===== src/rtl/pc_sequencer_if.sv =====
// Control-to-sequencer bundle: redirect requests in, PC/EPC/RAS status out.
// Outputs are all registered inside the sequencer; the only hold mechanism is stall.
interface pc_sequencer_if #(
  parameter int ADDR_W = 32
);
  logic              stall;
  logic              branch_taken;
  logic [ADDR_W-1:0] branch_target;
  logic              jump;
  logic              jump_link;
  logic [ADDR_W-1:0] jump_target;
  logic              jump_reg;
  logic [ADDR_W-1:0] jr_target;
  logic              ret;
  logic              trap;
  logic [ADDR_W-1:0] pc;
  logic [ADDR_W-1:0] epc;
  logic              misaligned;
  logic              ras_empty;
  logic              ras_overflow;

  modport master (
    output stall, branch_taken, branch_target, jump, jump_link, jump_target,
           jump_reg, jr_target, ret, trap,
    input  pc, epc, misaligned, ras_empty, ras_overflow
  );

  modport slave (
    input  stall, branch_taken, branch_target, jump, jump_link, jump_target,
           jump_reg, jr_target, ret, trap,
    output pc, epc, misaligned, ras_empty, ras_overflow
  );
endinterface


===== src/rtl/pc_sequencer.sv =====
// Registered PC with prioritised redirect, return-address stack and trap capture.
// Redirects land on pc one edge later; under stall they park in a pending register.
module pc_sequencer #(
  parameter int                ADDR_W      = 32,
  parameter logic [ADDR_W-1:0] RESET_PC    = '0,
  parameter logic [31:0]       TRAP_VEC    = 32'h0000_0080,
  parameter int                INSTR_BYTES = 4,
  parameter int                RAS_DEPTH   = 4
) (
  input  logic            clk,
  input  logic            rst_n,
  pc_sequencer_if.slave   bus
);
  localparam int                PTR_W      = $clog2(RAS_DEPTH);
  localparam int                CNT_W      = PTR_W + 1;
  localparam logic [ADDR_W-1:0] ALIGN_MASK = ADDR_W'(INSTR_BYTES - 1);
  localparam logic [ADDR_W-1:0] TRAP_PC    = ADDR_W'(TRAP_VEC);
  localparam logic [ADDR_W-1:0] STEP       = ADDR_W'(INSTR_BYTES);
  localparam logic [CNT_W-1:0]  CNT_FULL   = CNT_W'(RAS_DEPTH);

  logic [ADDR_W-1:0] r_pc;
  logic [ADDR_W-1:0] r_epc;
  logic              r_misaligned;
  logic              r_pend_vld;
  logic [ADDR_W-1:0] r_pend_tgt;
  logic [ADDR_W-1:0] r_ras [RAS_DEPTH];
  logic [PTR_W-1:0]  r_top;
  logic [CNT_W-1:0]  r_cnt;
  logic              r_ovf;

  logic [ADDR_W-1:0] w_seq;
  logic [PTR_W-1:0]  w_top_inc;
  logic              w_redir;
  logic [ADDR_W-1:0] w_tgt;
  logic              w_push;
  logic              w_pop;
  logic              w_commit_vld;
  logic [ADDR_W-1:0] w_commit_tgt;
  logic              w_commit_bad;

  assign w_seq     = r_pc + STEP;
  assign w_top_inc = r_top + PTR_W'(1);

  // Trap wins outright and performs no RAS operation, so it is excluded here.
  always_comb begin
    w_redir = 1'b0;
    w_tgt   = bus.branch_target;
    w_push  = 1'b0;
    w_pop   = 1'b0;
    if (!bus.trap) begin
      if (bus.ret) begin
        w_redir = 1'b1;
        if (r_cnt == '0) begin
          w_tgt = bus.jr_target;
        end else begin
          w_tgt = r_ras[r_top];
          w_pop = 1'b1;
        end
      end else if (bus.jump_reg) begin
        w_redir = 1'b1;
        w_tgt   = bus.jr_target;
      end else if (bus.jump) begin
        w_redir = 1'b1;
        w_tgt   = bus.jump_target;
        w_push  = bus.jump_link;
      end else if (bus.branch_taken) begin
        w_redir = 1'b1;
        w_tgt   = bus.branch_target;
      end
    end
  end

  // A fresh redirect beats whatever was parked during the stall.
  assign w_commit_vld = w_redir || r_pend_vld;
  assign w_commit_tgt = w_redir ? w_tgt : r_pend_tgt;
  assign w_commit_bad = w_commit_vld && ((w_commit_tgt & ALIGN_MASK) != '0);

  always_ff @(posedge clk) begin
    if (!rst_n) begin
      r_pc         <= RESET_PC;
      r_epc        <= '0;
      r_misaligned <= 1'b0;
      r_pend_vld   <= 1'b0;
      r_pend_tgt   <= '0;
      r_top        <= '0;
      r_cnt        <= '0;
      r_ovf        <= 1'b0;
    end else begin
      r_misaligned <= 1'b0;
      if (bus.trap) begin
        r_epc      <= r_pc;
        r_pc       <= TRAP_PC;
        r_pend_vld <= 1'b0;
      end else if (bus.stall) begin
        if (w_redir) begin
          r_pend_vld <= 1'b1;
          r_pend_tgt <= w_redir ? w_tgt : r_pend_tgt;
        end
      end else begin
        r_pend_vld <= 1'b0;
        if (!w_commit_vld) begin
          r_pc <= w_seq;
        end else if (w_commit_bad) begin
          r_pc         <= TRAP_PC;
          r_epc        <= w_commit_tgt;
          r_misaligned <= 1'b1;
        end else begin
          r_pc <= w_commit_tgt;
        end
      end

      // Circular stack: a push on a full stack lands on the oldest slot.
      if (w_push) begin
        r_top          <= w_top_inc;
        r_ras[w_top_inc] <= w_seq;
        if (r_cnt == CNT_FULL) begin
          r_ovf <= 1'b1;
        end else begin
          r_cnt <= r_cnt + CNT_W'(1);
        end
      end else if (w_pop) begin
        r_top <= r_top - PTR_W'(1);
        r_cnt <= r_cnt - CNT_W'(1);
      end
    end
  end

  assign bus.pc           = r_pc;
  assign bus.epc          = r_epc;
  assign bus.misaligned   = r_misaligned;
  assign bus.ras_empty    = (r_cnt == '0);
  assign bus.ras_overflow = r_ovf;
endmodule


===== src/flat_wrapper.sv =====
// flat-port wrapper written by rule: the top's interface ports become plain ports
module pc_sequencer_flat 
#(
  parameter int                ADDR_W      = 32,
  parameter logic [ADDR_W-1:0] RESET_PC    = '0,
  parameter logic [31:0]       TRAP_VEC    = 32'h0000_0080,
  parameter int                INSTR_BYTES = 4,
  parameter int                RAS_DEPTH   = 4
)
  (clk, rst_n, bus_stall, bus_branch_taken, bus_branch_target, bus_jump, bus_jump_link, bus_jump_target, bus_jump_reg, bus_jr_target, bus_ret, bus_trap, bus_pc, bus_epc, bus_misaligned, bus_ras_empty, bus_ras_overflow);
  pc_sequencer_if #(.ADDR_W(ADDR_W)) bus_i ();
  input  logic clk;
  input  logic rst_n;
  input wire logic [$bits(bus_i.stall)-1:0] bus_stall;
  input wire logic [$bits(bus_i.branch_taken)-1:0] bus_branch_taken;
  input wire logic [$bits(bus_i.branch_target)-1:0] bus_branch_target;
  input wire logic [$bits(bus_i.jump)-1:0] bus_jump;
  input wire logic [$bits(bus_i.jump_link)-1:0] bus_jump_link;
  input wire logic [$bits(bus_i.jump_target)-1:0] bus_jump_target;
  input wire logic [$bits(bus_i.jump_reg)-1:0] bus_jump_reg;
  input wire logic [$bits(bus_i.jr_target)-1:0] bus_jr_target;
  input wire logic [$bits(bus_i.ret)-1:0] bus_ret;
  input wire logic [$bits(bus_i.trap)-1:0] bus_trap;
  output wire logic [$bits(bus_i.pc)-1:0] bus_pc;
  output wire logic [$bits(bus_i.epc)-1:0] bus_epc;
  output wire logic [$bits(bus_i.misaligned)-1:0] bus_misaligned;
  output wire logic [$bits(bus_i.ras_empty)-1:0] bus_ras_empty;
  output wire logic [$bits(bus_i.ras_overflow)-1:0] bus_ras_overflow;
  assign bus_i.stall = bus_stall;
  assign bus_i.branch_taken = bus_branch_taken;
  assign bus_i.branch_target = bus_branch_target;
  assign bus_i.jump = bus_jump;
  assign bus_i.jump_link = bus_jump_link;
  assign bus_i.jump_target = bus_jump_target;
  assign bus_i.jump_reg = bus_jump_reg;
  assign bus_i.jr_target = bus_jr_target;
  assign bus_i.ret = bus_ret;
  assign bus_i.trap = bus_trap;
  assign bus_pc = bus_i.pc;
  assign bus_epc = bus_i.epc;
  assign bus_misaligned = bus_i.misaligned;
  assign bus_ras_empty = bus_i.ras_empty;
  assign bus_ras_overflow = bus_i.ras_overflow;
  pc_sequencer #(.ADDR_W(ADDR_W), .RESET_PC(RESET_PC), .TRAP_VEC(TRAP_VEC), .INSTR_BYTES(INSTR_BYTES), .RAS_DEPTH(RAS_DEPTH)) u_core (.clk(clk), .rst_n(rst_n), .bus(bus_i));
endmodule

===== config.mk =====
export PLATFORM = sky130hd
export DESIGN_NAME = pc_sequencer_flat
export DESIGN_NICKNAME = d
export VERILOG_FILES = /design/src/rtl/pc_sequencer_if.sv /design/src/rtl/pc_sequencer.sv /design/src/flat_wrapper.sv
export SDC_FILE = /design/constraint.sdc
export NUM_CORES = 1
export LEC_CHECK = 0
export ABC_AREA = 1
export BUFFER_PORTS_ARGS = -buffer_cell sky130_fd_sc_hd__buf_2
export CAP_MARGIN = 20
export CORE_MARGIN = 5
export CORE_UTILIZATION = 58
export DETAILED_ROUTE_END_ITERATION = 8
export PLACE_DENSITY_LB_ADDON = 0.05
export SYNTH_ARGS = -nofsm -noshare
export SYNTH_HDL_FRONTEND = slang
export SYNTH_SLANG_ARGS = --single-unit

===== constraint.sdc =====
create_clock -name clk -period 3.2 [get_ports clk]
set_input_delay 0.32 -clock clk [delete_from_list [all_inputs] [get_ports clk]]
set_output_delay 0.32 -clock clk [all_outputs]
set_load 0.05 [all_outputs]

==> flow_metrics.tcl <==
set metrics [dict create \
    first_pass_iters 7 \
    ys_seq_elements 234 \
    vias 11730 \
    clk_pin_slew_ps 60 \
    irDropWorstVdd_mv 0.3843 \
    arrival_ps 2430 \
    yosys.area.top_type_share_pct 31.33 \
    final-hold-violation-count 0 \
    syn-num-nets 1749 \
    viasPerCell 5.659 \
    io_buffers 171 \
    clkSinkCount 234 \
    syn-instance-count 1638 \
    drc 0 \
    clk_latency_ps 530 \
    dp_slack_ps 569.9 \
    synthTopCellsByArea "edfxtp_1, dfxtp_1, nand2_1, nor2_1, o21ai_0" \
    syn_to_final_growth_pct 15.63 \
    grt_antenna_before_repair 1 \
    fin_skew_ps 9.834 \
    h-tree-depth 1 \
    wirelength_um 40380 \
    hold_buffers 0 \
    synth_warnings 0 \
    start_util_pct 58.54 \
    num_antenna_cells 0 \
    cts_resized 0 \
    post-synth-top-area-cell "edfxtp_1" \
    synthDistinctLibCells 35 \
    synthArstFlopShare_pct 0 \
    status "finished, final reports clean" \
    seqCellArea_um2 5967 \
    io_pins 172 \
    multi_input_area_um2 5424 \
    cts_tree "built" \
    synth_edf_count 128 \
    drt_iter0_markers 1154 \
    worstSetupPathType "flop to output port" \
    gr-usage-all-layers_pct 32.64 \
    wl_per_cell_um 19.49 \
    rsz0062_at_grt "no" \
    relSlewSlack_pct 46.38 \
    max-cap-violations 0 \
    syn_area_um2 12270 \
    num_rows 53 \
    fin_setup_tns_ps 0 \
    cts.path.max_buffers 3 \
    syn_area_per_cell_um2 7.490 \
    grt_pass1_wl_um 61510 \
    p_per_area_nw_per_um2 527.9 \
    min_path_type "input pin to flop" \
    ant_nets 0 \
    cp.required_ps 2880 \
    cts_buffers 26 \
    finalNetCount 1889 \
    worst_pin_slew_ps 801.4 \
    finalWeightedCongestion 0.9834 \
    post-dp-hpwl_um 28260 \
    endpoint_kind "output port" \
    holdWs_ps 252.9 \
    start_kind "flop" \
    grt_max_degree 78 \
    setup_viol 0 \
    core_um2 20960 \
    chipHeight_um 155.4 \
    finalCritPeriodShare_pct 85.91 \
    grt.overflow.total 0 \
    yosysSeqAreaShare_pct 48.63 \
    slew_violations 0 \
    first_global_vias 10740 \
    synthFlopType "edfxtp_1" \
    critical_path_peak_fanout 42 \
    drive_gt1_share_pct 15.19 \
    p_leak_nw 6.375 \
    cts_root_buf "clkbuf_16" \
    fillers 1838 \
    fmax_mhz 363.8 \
    chipWidth_um 155.4 \
    period_needed_ps 2749 \
    postCtsSetupBuffers 0 \
    dieArea_um2 24160 \
    setup_slack_ps 450.9 \
]
-- sequential cells by signal (all words and copies together) (netlist names), named ones only --
signal                   cells
u_core.r_pend_vld            1
u_core.bus.pc               30
u_core.r_top                 2
u_core.bus.ras_overflow      1
u_core.r_cnt                 3
u_core.r_ras               128
u_core.bus.epc              32
u_core.r_pend_tgt           32
u_core.bus.misaligned        1
-- critical path, cell delays in order, from the launching register on --
cell     delay [ps]
dfxtp_1         350
nor2_1          130
buf_4           150
nand2_1         290
buf_12          320
inv_1           300
buf_2           340
-- Yosys cell counts (all sizes together), types with 3 or more instances --
library cell and instances:
a21boi 10, a21oi 113, a31oi 4, buf 45, clkbuf 52, dfxtp 106, edfxtp 128, ha 5
inv 121, mux2i 9, nand2 479, nand3 119, nand3b 28, nand4 14, nor2 226, nor3 19
o21ai 119, or2 13, xnor2 3, xor2 19
-- layout make-up --
cell class                 instances  area share [%]
tap                              275           2.426
sequential                       234           42.07
timing repair buffer             209           8.574
multi-input combinational       1185           38.24
clock inverter                    10          0.3705
inverter                         122           3.228
clock buffer                      37           5.098
-- cell families after synthesis --
| group | count (synthesis) | share of synthesized area, % |
|---|---|---|
| DFF | 234 | 48.63 |
| buffers and inverters | 219 | 7.261 |
| and+or+nand+nor | 899 | 30.67 |
| adders and majority gates | 6 | 0.6731 |
| AOI/OAI and AO/OA | 249 | 10.46 |
| xor gates and xnor gates | 22 | 1.571 |
| muxes | 9 | 0.7343 |
-- metrics by stage --
stage | instances | utilization, % | total power, mW | cell area, µm²
after floorplan | 1638 | - | 4.289 | 12270
after global placement | 2025 | 63.99 | 4.739 | 13410
after detailed placement | 2025 | 63.99 | 4.758 | 13410
after CTS | 2072 | 67.69 | 7.487 | 14180
after global routing | 2072 | 67.69 | 7.773 | 14180
final | 2072 | 67.69 | 7.488 | 14180
-- cell usage in the layout (no fill, tap or decap), types with 3 or more instances in the layout --
| master | n |
|---|---|
| nand2_1 | 476 |
| nor2_1 | 217 |
| buf_2 | 171 |
| edfxtp_1 | 128 |
| o21ai_0 | 119 |
| nand3_1 | 118 |
| inv_1 | 117 |
| a21oi_1 | 113 |
| dfxtp_1 | 105 |
| buf_4 | 32 |
| nand3b_1 | 28 |
| clkbuf_16 | 27 |
| xor2_1 | 19 |
| nor3_1 | 19 |
| nand4_1 | 14 |
| or2_2 | 11 |
| a21boi_0 | 10 |
| mux2i_1 | 9 |
| clkbuf_1 | 9 |
| nor2_2 | 8 |
| buf_12 | 6 |
| ha_1 | 5 |
| clkinv_2 | 5 |
| clkinv_1 | 4 |
| inv_2 | 4 |
| a31oi_1 | 4 |
| xnor2_1 | 3 |
-- report_power, final --
part	switching, mW	total [mW]	internal [mW]
Combinational	0.994	1.39	0.401
Sequential	0.0783	3.33	3.25
Clock	1.20	2.77	1.57
-- path summary, 6_finish.rpt --
kind,from,end,slack [ps],cells past startpoint
hold / removal,bus_jr_target[17],u_core.r_pend_tgt[17]$_SDFFE_PN0P_,250,5
setup / recovery,u_core.r_cnt[0]$_SDFFE_PN0P_,bus_ras_empty,450,6
setup reg to reg,u_core.r_cnt[0]$_SDFFE_PN0P_,u_core.bus.epc[21]$_SDFFE_PN0P_,550,15
hold reg to reg,u_core.bus.ras_overflow$_SDFFE_PN0P_,u_core.bus.ras_overflow$_SDFFE_PN0P_,450,2
-- per-layer routing --
layer / part of all wire, % / vias to the layer above / global-route usage (%)
met5: 0.032 / - / 0
met4: 3.7 / 2 / 11.71
met3: 9.3 / 69 / 5.535
met2: 46 / 564 / 52.70
met1: 41 / 5468 / 44.60
li1: - / 5622 / -
(Power assumes the default switching activity.)
